===== config.mk =====
export PLATFORM = sky130hd
export DESIGN_NAME = uart_rx_fifo
export DESIGN_NICKNAME = d
export VERILOG_FILES = /design/src/rtl/uart_rx_fifo.sv
export SDC_FILE = /design/constraint.sdc
export NUM_CORES = 1
export LEC_CHECK = 0
export CAP_MARGIN = 0
export CORE_ASPECT_RATIO = 0.9
export CORE_MARGIN = 2
export CORE_UTILIZATION = 55
export DETAILED_ROUTE_END_ITERATION = 8
export DONT_BUFFER_PORTS = 1
export GPL_TIMING_DRIVEN = 0
export HOLD_SLACK_MARGIN = 0.15
export PLACE_DENSITY = 0.68
export SYNTH_ARGS = -nofsm -noshare
export SYNTH_HDL_FRONTEND = slang
export SYNTH_SLANG_ARGS = --single-unit

===== constraint.sdc =====
create_clock -name rx_clk -period 5.5 [get_ports rx_clk]
set_input_delay 0.55 -clock rx_clk [delete_from_list [all_inputs] [get_ports rx_clk]]
set_output_delay 0.55 -clock rx_clk [all_outputs]
set_load 0.02 [all_outputs]

===== src/rtl/uart_rx_fifo.sv =====
// uart_rx_fifo: first-word-fall-through byte buffer between the UART receiver and the host.
// Latency: a byte strobed on wr_valid at edge N is on rd_data with rd_valid=1 after edge N.
// Backpressure: the receiver is never stalled; a byte arriving while full without a pop is dropped and sets sticky overflow.
// Build option: define UART_RX_FIFO_AF_EN to enable the registered almost_full flag (count >= AF_LEVEL).
module uart_rx_fifo #(
  parameter int DEPTH    = 16,
  parameter int ADDR_W   = 4,
  parameter int AF_LEVEL = 12
) (
  input  logic              rx_clk,
  input  logic              rst_n,
  input  logic [7:0]        wr_data,
  input  logic              wr_valid,
  output logic [7:0]        rd_data,
  output logic              rd_valid,
  input  logic              rd_ready,
  output logic [ADDR_W:0]   count,
  output logic              full,
  output logic              overflow,
  input  logic              clr_ovf,
  output logic              almost_full
);

  // Parameter sanity: pointers wrap by natural overflow, so DEPTH must be exactly 2**ADDR_W.
  if (DEPTH != (1 << ADDR_W)) begin : g_bad_depth
    $error("uart_rx_fifo: DEPTH must equal 2**ADDR_W");
  end
  if (AF_LEVEL < 1 || AF_LEVEL > DEPTH) begin : g_bad_af_level
    $error("uart_rx_fifo: AF_LEVEL must lie in 1..DEPTH");
  end

  localparam logic [ADDR_W:0] DEPTH_C = (ADDR_W+1)'(DEPTH);

  logic [7:0]        mem [DEPTH];
  logic [ADDR_W-1:0] wr_ptr;
  logic [ADDR_W-1:0] rd_ptr;
  logic [ADDR_W:0]   count_q;
  logic [ADDR_W:0]   count_nxt;
  logic              push;
  logic              pop;
  logic              drop;
  logic              ovf_q;

  // Status flags come only from registered occupancy, never from wr_valid/rd_ready.
  assign rd_valid = (count_q != '0);
  assign full     = (count_q == DEPTH_C);
  assign count    = count_q;
  assign overflow = ovf_q;
  assign rd_data  = rd_valid ? mem[rd_ptr] : 8'h00;

  // A pop frees a slot in the same cycle, so a full FIFO can still accept a byte alongside it.
  assign pop  = rd_valid & rd_ready;
  assign push = wr_valid & (~full | pop);
  assign drop = wr_valid & ~push;

  // Next occupancy: simultaneous push and pop cancel out.
  always_comb begin
    count_nxt = count_q;
    if (push && !pop) begin
      count_nxt = count_q + 1'b1;
    end else if (pop && !push) begin
      count_nxt = count_q - 1'b1;
    end
  end

  // Byte storage; contents are meaningless until pushed, so no reset.
  always_ff @(posedge rx_clk) begin
    if (push) begin
      mem[wr_ptr] <= wr_data;
    end
  end

  // Read/write pointers and occupancy.
  always_ff @(posedge rx_clk or negedge rst_n) begin
    if (!rst_n) begin
      wr_ptr  <= '0;
      rd_ptr  <= '0;
      count_q <= '0;
    end else begin
      if (push) begin
        wr_ptr <= wr_ptr + 1'b1;
      end
      if (pop) begin
        rd_ptr <= rd_ptr + 1'b1;
      end
      count_q <= count_nxt;
    end
  end

  // Sticky overflow; a fresh drop wins over a simultaneous clear so no loss goes unreported.
  always_ff @(posedge rx_clk or negedge rst_n) begin
    if (!rst_n) begin
      ovf_q <= 1'b0;
    end else if (drop) begin
      ovf_q <= 1'b1;
    end else if (clr_ovf) begin
      ovf_q <= 1'b0;
    end
  end

`ifdef UART_RX_FIFO_AF_EN
  localparam logic [ADDR_W:0] AF_C = (ADDR_W+1)'(AF_LEVEL);
  logic af_q;

  // almost_full is registered together with count, computed from the next occupancy.
  always_ff @(posedge rx_clk or negedge rst_n) begin
    if (!rst_n) begin
      af_q <= 1'b0;
    end else begin
      af_q <= (count_nxt >= AF_C);
    end
  end
  assign almost_full = af_q;
`else
  assign almost_full = 1'b0;
`endif

endmodule

# [Word-level counts from Yosys, hierarchy flattened]
# Memory sizes are Yosys's and may differ from the RTL's.
# Cells that the tools add are included.
[totals] regBits=14 mem_bits_rw=128 output_inout_bits=17 wordCells=30 memories=1
[memory_table] memory="mem" depth=16 width=8 rd=1 rd_ports_with_merged_regs=0 write_ports=1 line="34" rtl="logic [7:0] mem [DEPTH];"
[classes] add_sub_neg=4 eq_ne=1 muxes=7 bitwise=6 reduce_logical=7
[op_table] cell="two-way mux 5 bit" count=2
[op_table] cell="adder 4 x 1 -> 4 bit (second input constant)" count=2
[op_table] cell="two-way mux 8 bit" count=1
[op_table] cell="adder 5 x 1 -> 5 bit (second input constant)" count=1
[op_table] cell="equality test 5 bit (second input constant)" count=1
[op_table] cell="nonzero test 5 bit" count=1
[op_table] cell="subtractor 5 x 1 -> 5 bit (second input constant)" count=1
[op_table] cell="two-way mux 1 bit" count=4
[op_table] cell="nonzero test 2 bit" count=2
[op_table] cell="AND 1 bit" count=3
[op_table] cell="logical AND 1 bit" count=2
[op_table] cell="logical NOT 1 bit" count=2
[op_table] cell="NOT 1 bit" count=2
[op_table] cell="OR 1 bit" count=1

# [Logic depth before layout (Yosys ltp)]
[logic_depth] ltp_word=8 mapped_depth=10 mapped_depth_nobuf=10

# [Worst setup path before layout]
# OpenSTA, ideal clock, no wires.
[synth_path] path_type="flip-flop to flip-flop" startpoint="reg count_q[3], in the netlist count[3]" endpoint="reg count_q[4], in the netlist count[4]" setup_ps=136 arrival_ps=2681 t_required_ps=5364 setup_slack_ps=2683 path_stages_with_launch=9 path_buffers=0 synth_period_minus_slack_ps=2817 cell_sequence="dfrtp_1 > or3_4 > o31ai_2 > ha_1 > inv_1 > fa_1 > a21o_1 > a2111oi_0 > o31ai_1"
[synth_between] elab_chain_cells=7 word_cells_on_any_way=15 classes_between="add/sub (2); eq/ne (1); mux (2); bitwise (4); reduce/logical (6)"
[synth_rtl] element="start, declared" line="37" rtl="logic [ADDR_W:0] count_q;"
[synth_rtl] element="start signal, assigned" line="86" rtl="count_q <= count_nxt;"
[synth_rtl] element="nonzero test 5 bit or equality test 5 bit (tied branches)" line="45, 46"
[synth_rtl] element="AND 1 bit or NOT 1 bit (tied branches)" line="52, 53"
[synth_rtl] element="OR 1 bit" line="53" rtl="assign push = wr_valid & (~full | pop);"
[synth_rtl] element="AND 1 bit" line="53"
[synth_rtl] element="logical NOT 1 bit" line="61" rtl="end else if (pop && !push) begin"
[synth_rtl] element="logical AND 1 bit" line="61"
[synth_rtl] element="nonzero test 2 bit (no line)"
# Parallel ways exist; a longest one is shown, timed or not. The select of a mux whose other input is x is not followed.
# A chain may end at the register's enable or synchronous reset.

# [Worst setup path after layout]
# Ends and elaborated chain as after synthesis.

==> flow_metrics.env <==
export IMPL_fin_util_pct=64.4
export IMPL_hpwl_mm=7.37
export IMPL_finalWirelength_mm=11.6
export IMPL_worst_pin_slew_ns=1.33
export IMPL_antenna_found_initial=0
export IMPL_io_buffers=0
export IMPL_grt_max_degree=17
export IMPL_initial_core_util_pct=57.2
export IMPL_hold_ws_ns=0.226
export IMPL_synth_flop_cell="edfxtp_1"
export IMPL_grt_pass1_vias=2899
export IMPL_finalCritPeriodShare_pct=60.4
export IMPL_gr_usage_all_layers_pct=21.7
export IMPL_arrival_ns=3.61
export IMPL_fin_skew_ns=0.00614
export IMPL_cts_setup_buffers=0
export IMPL_tritoncts="built"
export IMPL_ys_async_sr_fraction_pct=9.86
export IMPL_die_h_um=102
export IMPL_viasPerCell=6.21
export IMPL_setup_viol=0
export IMPL_fin_crit_ns=3.32
export IMPL_synth_edf_count=128
export IMPL_finalMaxSlewViolations=0
export IMPL_slew_limit_headroom_pct=10.5
export IMPL_status="complete, no violations"
export IMPL_crit_path_end_kind="flop"
export IMPL_final_hold_viol_count=0
export IMPL_worstPathRequired_ns=5.78
export IMPL_final_common_cell="edfxtp_1"
export IMPL_rsz0062_at_grt="false"
export IMPL_peakVddDrop_mv=0.286
export IMPL_syn_avg_cell_area_sq_um=19.3
export IMPL_fin_tns_setup_ns=0
export IMPL_postSynthCellCount=306
export IMPL_num_antenna_cells=0
export IMPL_crit_type="flop to flop"
export IMPL_drc=0
export IMPL_drive_gt1_share_pct=25.4
export IMPL_core_sq_um=10300
export IMPL_crit_fanout=6
export IMPL_cp_start_kind="flop"
export IMPL_overflow=0
export IMPL_cts_buffers_inserted=17
export IMPL_detail_route_antenna_nets=0
export IMPL_area_delta_synth_final_pct=12.6
export IMPL_fill_cells=697
export IMPL_gp_congestion=0.761
export IMPL_fp_dieW_um=113
export IMPL_crit_path_top_delay_cell="o31ai_2"
export IMPL_clkTransAtPathRegs_ns=0.06
export IMPL_grt_pass1_wl_mm=17.4
export IMPL_final_cell_mix="edfxtp_1, mux4_2, clkbuf_16"
export IMPL_netlist_area_sq_um=5910
export IMPL_clk_latency_ns=0.42
export IMPL_syn_num_nets=329
export IMPL_ys_seq_area_share_pct=70.9
export IMPL_clk_path_buf_depth=2
export IMPL_die_area_sq_um=11600
export IMPL_ios=30
export IMPL_nets=352
export IMPL_yosysWarnings=0
export IMPL_fp_row_count=35
export IMPL_maxCapViolations=0
export IMPL_powerDensity_nw_per_um2=546
export IMPL_first_pass_iters=4
export IMPL_path_cells="or3_4 > o31ai_2 > ha_1 > inv_1 > fa_1 > a21o_1 > a2111oi_0 > o31ai_1"
export IMPL_h_tree_depth=4
export IMPL_p_leak_nw=2.26
export IMPL_fmax_mhz=301
export IMPL_vias=2904
export IMPL_hp_class="input pin to flop"
export IMPL_routedWlPerCell_um=24.8
export IMPL_drtIter0Drc=215
export IMPL_clkSinkCount=142
export IMPL_cts_root_buf="clkbuf_16"
export IMPL_synth_seq_cells=142
export IMPL_max_stage_delay_ns=0.50
export IMPL_synth_distinct_cells=37
==> report_power, final <==
group          switching, mW  internal (mW)  total (mW)  leakage (nW)
registers             0.0971           1.32        1.42          1.32
logic                  0.668          0.519        1.19         0.682
clock network          0.417          0.613        1.03         0.255
total                   1.18           2.46        3.64          2.26
==> sequential cells by signal, indices dropped and copies added (netlist names) <==
name / count
count: 5
mem: 128
overflow: 1
rd_ptr: 4
wr_ptr: 4
==> through the flow <==
stage / area, sq um / cells / power (mW) / setup slack, ns
global route: 6660 / 468 / 3.80 / 2.03
floorplan: 5910 / 306 / 2.34 / 2.68
finish: 6660 / 468 / 3.64 / 2.18
global placement: 6070 / 435 / 2.58 / 2.40
detailed placement: 6120 / 438 / 2.63 / 2.29
CTS: 6660 / 468 / 3.66 / 2.28
==> worst max-delay path: cells and delay by family (launching register included) <==
family | cells | cell delay (ns)
buffers and inverters | 1 | 0.15
AOI/OAI and AO/OA | 4 | 1.34
DFF | 1 | 0.48
and+or+nand+nor | 1 | 0.47
adders and majority gates | 2 | 0.75
==> path summary, 6_finish.rpt <==
| path | from | end | slack [ns] | cells past startpoint |
|---|---|---|---|---|
| max in group asynchronous | rst_n | rd_ptr[3] | 4.45 | 1 |
| setup / recovery | count[3] | count[4] | 2.18 | 8 |
| hold / removal | wr_data[1] | mem[1][1] | 0.23 | 0 |
| hold reg to reg | wr_ptr[1] | wr_ptr[3] | 0.61 | 2 |
| setup reg to reg | count[3] | count[4] | 2.18 | 8 |
| min in group asynchronous | rst_n | count[3] | 0.61 | 1 |
==> per-layer routing <==
layer	track usage [%]	vias to the layer above	routed length [um]
li1	-	1284	-
met1	29.9	1498	5120
met2	33.0	113	5460
met3	8.24	9	901
met4	6.19	0	102
met5	0	-	0
==> cell type report <==
class | count | area, sq um | share of cell area (%)
clock inverter | 10 | 95.1 | 1.43
timing repair buffer | 4 | 32.5 | 0.488
multi-input combinational | 138 | 1570 | 23.5
clock buffer | 19 | 433 | 6.50
tap | 129 | 161 | 2.42
inverter | 9 | 33.8 | 0.507
buffer | 17 | 145 | 2.18
sequential | 142 | 4190 | 63.0
==> cells by family after synthesis <==
family	share of synthesized area, %
buffers and inverters	3.03
AND/OR/NAND/NOR	3.24
flip-flops	70.9
XOR/XNOR	1.33
other	0.0634
AO/OA/AOI/OAI	3.05
adder cells (fa/ha/maj)	2.24
multiplexers	16.1
==> repair_timing <==
action / in CTS / in global routing
hold buffers: 1 / 0
hold endpoints to repair: 14 / 0
resized for setup: 0 / 0
==> synthesized netlist by cell type, types with 3 or more instances <==
cell type | number | area, sq um
a21oi_1 | 10 | 50.1
o21ai_0 | 10 | 50.1
xnor2_1 | 7 | 61.3
nor4_1 | 4 | 25.0
mux2_2 | 10 | 113
mux4_2 | 24 | 541
nor3_1 | 8 | 40.0
edfxtp_1 | 128 | 3840
mux4_1 | 8 | 210
buf_6 | 3 | 33.8
clkbuf_1 | 3 | 11.3
buf_4 | 4 | 30.0
and3_1 | 4 | 25.0
inv_1 | 8 | 30.0
mux2i_1 | 9 | 90.1
nand3_1 | 3 | 15.0
ha_1 | 9 | 113
buf_2 | 3 | 15.0
dfrtp_1 | 14 | 350
nand2_1 | 8 | 30.0
nor2_1 | 7 | 26.3
o21ai_1 | 3 | 15.0
No activity file was read; power rests on OpenSTA's default activity.
